--- src/rtl/reg_file_pkg.sv ---
// reg_file_pkg: shared widths, zero-register address and bypass selection (REGFILE_BYPASS_EN)
package reg_file_pkg;
  localparam int DATA_WIDTH_DEF = 32;
  localparam int ADDR_WIDTH_DEF = 5;
  localparam logic [4:0] REG_ZERO = 5'd0;
`ifdef REGFILE_BYPASS_EN
  localparam bit BYPASS_EN = 1'b1;
`else
  localparam bit BYPASS_EN = 1'b0;
`endif
endpackage

--- src/rtl/reg_file_read_port.sv ---
// reg_file_read_port: zero-register masking plus same-cycle write bypass when REGFILE_BYPASS_EN is defined
module reg_file_read_port
  import reg_file_pkg::*;
#(
  parameter int DATA_WIDTH = DATA_WIDTH_DEF,
  parameter int ADDR_WIDTH = ADDR_WIDTH_DEF
) (
  input  logic [ADDR_WIDTH-1:0] addr,
  input  logic [DATA_WIDTH-1:0] array_data,
  input  logic                  write_enable,
  input  logic [ADDR_WIDTH-1:0] write_addr,
  input  logic [DATA_WIDTH-1:0] write_data,
  output logic [DATA_WIDTH-1:0] data
);
  localparam logic [ADDR_WIDTH-1:0] ZERO = ADDR_WIDTH'(REG_ZERO);
  logic hit;
  // $0 reads as zero; a pending write to the read address is forwarded only in bypass builds
  always_comb begin
    hit  = BYPASS_EN && write_enable && write_addr != ZERO && write_addr == addr;
    data = (addr == ZERO) ? '0 : hit ? write_data : array_data;
  end
endmodule

--- src/rtl/reg_file.sv ---
// reg_file: 32x32 register file, two combinational read ports, one write port, registered debug port; bypass via REGFILE_BYPASS_EN
module reg_file
  import reg_file_pkg::*;
#(
  parameter int DATA_WIDTH = DATA_WIDTH_DEF,
  parameter int ADDR_WIDTH = ADDR_WIDTH_DEF
) (
  input  logic                  clock,
  input  logic                  reset,
  input  logic [ADDR_WIDTH-1:0] RegAdd_rs,
  input  logic [ADDR_WIDTH-1:0] RegAdd_rt,
  output logic [DATA_WIDTH-1:0] RegData_rs,
  output logic [DATA_WIDTH-1:0] RegData_rt,
  input  logic                  WriteEnable,
  input  logic [ADDR_WIDTH-1:0] WriteAdd,
  input  logic [DATA_WIDTH-1:0] WriteData,
  input  logic [ADDR_WIDTH-1:0] DebugAdd,
  output logic [DATA_WIDTH-1:0] DebugData,
  output logic [15:0]           WriteCount
);
  localparam int DEPTH = 2 ** ADDR_WIDTH;
  localparam logic [ADDR_WIDTH-1:0] ZERO = ADDR_WIDTH'(REG_ZERO);
  logic [DATA_WIDTH-1:0] regs [DEPTH];
  logic write_ok;
  assign write_ok = WriteEnable && WriteAdd != ZERO;
  // reset clears everything and overrides a coincident write; debug reads pre-edge contents
  always_ff @(posedge clock) begin
    if (reset) begin
      for (int i = 0; i < DEPTH; i++) regs[i] <= '0;
      DebugData  <= '0;
      WriteCount <= '0;
    end else begin
      if (write_ok) begin
        regs[WriteAdd] <= WriteData;
        WriteCount     <= WriteCount + 16'd1;
      end
      DebugData <= (DebugAdd == ZERO) ? '0 : regs[DebugAdd];
    end
  end
  reg_file_read_port #(.DATA_WIDTH(DATA_WIDTH), .ADDR_WIDTH(ADDR_WIDTH)) u_rs (
    .addr(RegAdd_rs), .array_data(regs[RegAdd_rs]), .write_enable(WriteEnable),
    .write_addr(WriteAdd), .write_data(WriteData), .data(RegData_rs)
  );
  reg_file_read_port #(.DATA_WIDTH(DATA_WIDTH), .ADDR_WIDTH(ADDR_WIDTH)) u_rt (
    .addr(RegAdd_rt), .array_data(regs[RegAdd_rt]), .write_enable(WriteEnable),
    .write_addr(WriteAdd), .write_data(WriteData), .data(RegData_rt)
  );
endmodule

--- config.mk ---
export PLATFORM = sky130hd
export DESIGN_NAME = reg_file
export DESIGN_NICKNAME = d
export VERILOG_FILES = /design/src/rtl/reg_file_pkg.sv /design/src/rtl/reg_file_read_port.sv /design/src/rtl/reg_file.sv
export SDC_FILE = /design/constraint.sdc
export NUM_CORES = 2
export LEC_CHECK = 0
export BUFFER_PORTS_ARGS = -buffer_cell sky130_fd_sc_hd__buf_2
export CORE_ASPECT_RATIO = 0.5
export CORE_MARGIN = 1.5
export CORE_UTILIZATION = 35
export CTS_BUF_LIST = sky130_fd_sc_hd__clkbuf_4
export CTS_CLUSTER_SIZE = 24
export DETAILED_ROUTE_END_ITERATION = 8
export GPL_ROUTABILITY_DRIVEN = 0
export PLACE_DENSITY = 0.54
export SYNTH_ARGS = -nofsm -noshare
export SYNTH_HDL_FRONTEND = slang
export SYNTH_HIERARCHICAL = 1
export SYNTH_SLANG_ARGS = --single-unit
--- constraint.sdc ---
create_clock -name clock -period 2.7 [get_ports clock]
set_input_delay 0.27 -clock clock [delete_from_list [all_inputs] [get_ports clock]]
set_output_delay 0.27 -clock clock [all_outputs]
set_load 0.1 [all_outputs]
==> impl_metrics.toml <==
[final_layout]
final_core_util_pct = 44.0
layout-drive-gt1-share_pct = 44.8
layout_common_cells = "edfxtp_1 (1024), and2_1 (995), mux4_2 (638), clkbuf_4 (415), buf_4 (267)"
fin_nets = 4935
final_common_cell = "edfxtp_1"
n_fill_cell = 15859
syn2layout_area_growth_pct = 23.9

[sta]
hold_viol_final = 0
worst_slew_pin_slew_ns = 1.10
fmax_mhz = 302
finalSetupViolCount = 64
slew_viol_final = 0
max_slew_margin_pct = 26.6
skew_ns = 0.105
rsz0062_at_grt = "yes"
finalWorstSetupSlack_ns = -0.608
fin_crit_sh_pct = 123
setup-tns-final_ns = -23.69
period_minus_slack_ns = 3.31

[floorplanning]
die_height_um = 303
io_pins = 167
core_area_um2 = 178000
rows = 109
initial_core_util_pct = 35.5
die_area_um2 = 183000
dieWidth_um = 603

[yosys]
syn_area_um2 = 63100
yosys_warnings = 6
yosysSeqAreaShare_pct = 50.3
synthArstFlopShare_pct = 0
synth-seq-cells = 1072
ys_types = 53
syn_area_per_cell_um2 = 14.2
synth_flop_cell = "edfxtp_1"
synth_edf_count = 1024
netlist_instances = 4452

[setup_path]
cp-start-kind = "register"
cp_cell_sequence = "mux4_2, o22ai_4, nor4_4, buf_4, a21boi_4, buf_12"
end_kind = "output port"
cpLargestDelayFamily = "flip-flops"
cp_max_fo = 3
crit_buf_inv = 2
cp.depth = 6
path_class = "register to output port"
reg2reg_to = "DebugData[21]"
worstReg2RegStart = "regs[10][21]"
slowest_delay_ns = 0.46
critPathRequiredTime_ns = 2.43
reg2regPathDepth = 5
arrival_ns = 3.04
rrSetupSlack_ns = 0.71
cpMaxStageDelayCell = "edfxtp_1"

[detailed_routing]
vias_per_cell = 6.49
dr_total_vias = 48564
wire_per_inst_um = 37.0
wl_um = 277000
drc = 0
drtIter0Drc = 7855
ant_nets = 0
dr.pass1.iters = 6

[cts]
cts_max_level = 5
cts.clk_slew.worst_paths_ns = 0.07
numCtsBuffers = 283
clock_path_buffers = 4
cts_tree = "yes"
clk_latency_ns = 1.15
clock_sinks = 1072
root_buffer = "clkbuf_4"

[global_route]
antenna_found_initial = 38
grt_max_degree = 47
overflow = 0
grt_usage_pct = 29.7
grt_pass1_wl_um = 378000
grt_pass1_vias = 48154

[hold_path]
hp-class = "input pin to register"
hold_path_depth = 5
min_from = "DebugAdd[1]"
whs_endpoint = "DebugData[26]"

[flow_run]
cap_viol_max_count = 0

[placement]
dpl.hpwl_um = 177000
io_buffers = 166

[power]
cellLeakagePower_nw = 26.8
peakVddDrop_mv = 0.262
power_density_nw_per_um2 = 577

[outcome]
violations = "negative setup slack"
outcome = "complete, but fails checks"
==> metal layers <==
layer | track usage, % | vias to the layer above | wire [µm]
met4 | 17.0 | 2 | 16400
met2 | 43.7 | 4221 | 119000
met3 | 9.20 | 827 | 39600
met1 | 39.1 | 24913 | 102000
met5 | 0 | - | 41
li1 | - | 18601 | -
==> worst max-delay path by stage <==
stage	endpoint	startpoint	slack [ns]
floorplan	RegData_rt[30]	RegAdd_rt[0]	-0.49
global placement	RegData_rt[27]	RegAdd_rt[1]	-0.26
detailed placement	RegData_rt[27]	RegAdd_rt[1]	-0.23
CTS	RegData_rt[27]	regs[6][27]	-0.62
global route	RegData_rt[27]	regs[9][27]	-0.72
finish	RegData_rt[27]	regs[9][27]	-0.61
==> registers in the layout, summed over array words and instances, names as in the netlist <==
register    cells
DebugData      32
WriteCount     16
regs         1024
==> Yosys cell counts, types with 40 or more instances <==
library cell     n  area share, %
a211oi_1        66           0.79
nand3_1         70           0.56
nor2b_1         66           0.65
clkbuf_1       356            2.1
nor3_1          76           0.60
buf_2           92           0.73
dfxtp_1         48            1.5
mux4_2         638             23
o21ai_0         72           0.57
nand2_1         44           0.26
nor4_1          65           0.64
and2_1         995            9.9
or3_1           40           0.40
edfxtp_1      1024             49
o22ai_1        321            3.2
mux2_2         195            3.5
a21boi_1        54           0.64
==> layout make-up <==
type                    count  area, µm²  area share [%]
multi-input cells        2907      32900            42.1
flip-flops and latches   1072      31700            40.6
repair buffers            609       6890            8.81
clock buffers             415       3120            3.99
well taps                2386       2990            3.82
clock inverters            71        509           0.651
diodes                     21       52.6          0.0672
inverters                   6       22.5          0.0288
==> metrics by stage <==
step                      power [mW]  hold slack, ns  instance area, µm²  instances  setup slack, ns
final                           45.1           0.142               78200       7487           -0.608
after floorplan                 25.4           0.468               63400       4483           -0.489
after global placement          29.0           0.473               71000       6931           -0.256
after CTS                       44.9          0.0512               77500       7458           -0.620
after global routing            46.3          0.0957               78100       7473           -0.720
after detailed placement        29.1           0.502               71000       6931           -0.230
==> cells by family after synthesis <==
| family | count (synthesis) | share of synthesized area [%] |
|---|---|---|
| AO/OA/AOI/OAI | 573 | 5.94 |
| XOR/XNOR | 7 | 0.0972 |
| adder cells (fa/ha/maj) | 1 | 0.0198 |
| buffers and inverters | 504 | 3.38 |
| flip-flops | 1072 | 50.3 |
| multiplexers | 834 | 26.3 |
| other | 1 | 0.00594 |
| AND/OR/NAND/NOR | 1460 | 14.0 |
==> worst reg2reg max path, stage by stage (launching register included) <==
cell      delay, ns
edfxtp_1       0.41
mux4_2         0.49
a22oi_1        0.20
nand3_1        0.17
or3_1          0.41
buf_12         0.17
==> what timing repair did <==
item	in CTS	in global routing
pin swaps	86	61
hold buffers	43	0
setup endpoints to repair	64	64
endpoints found under the hold margin	1045	0
gates resized for setup	363	88
buffers inserted	18	11
==> report_power, final <==
group	total (mW)	internal (mW)	switching [mW]
Combinational	9.89	4.03	5.86
Sequential	19.9	19.2	0.746
Clock	15.3	7.81	7.51
Total	45.1	31.0	14.1
Power figures use the tool's default switching activity.
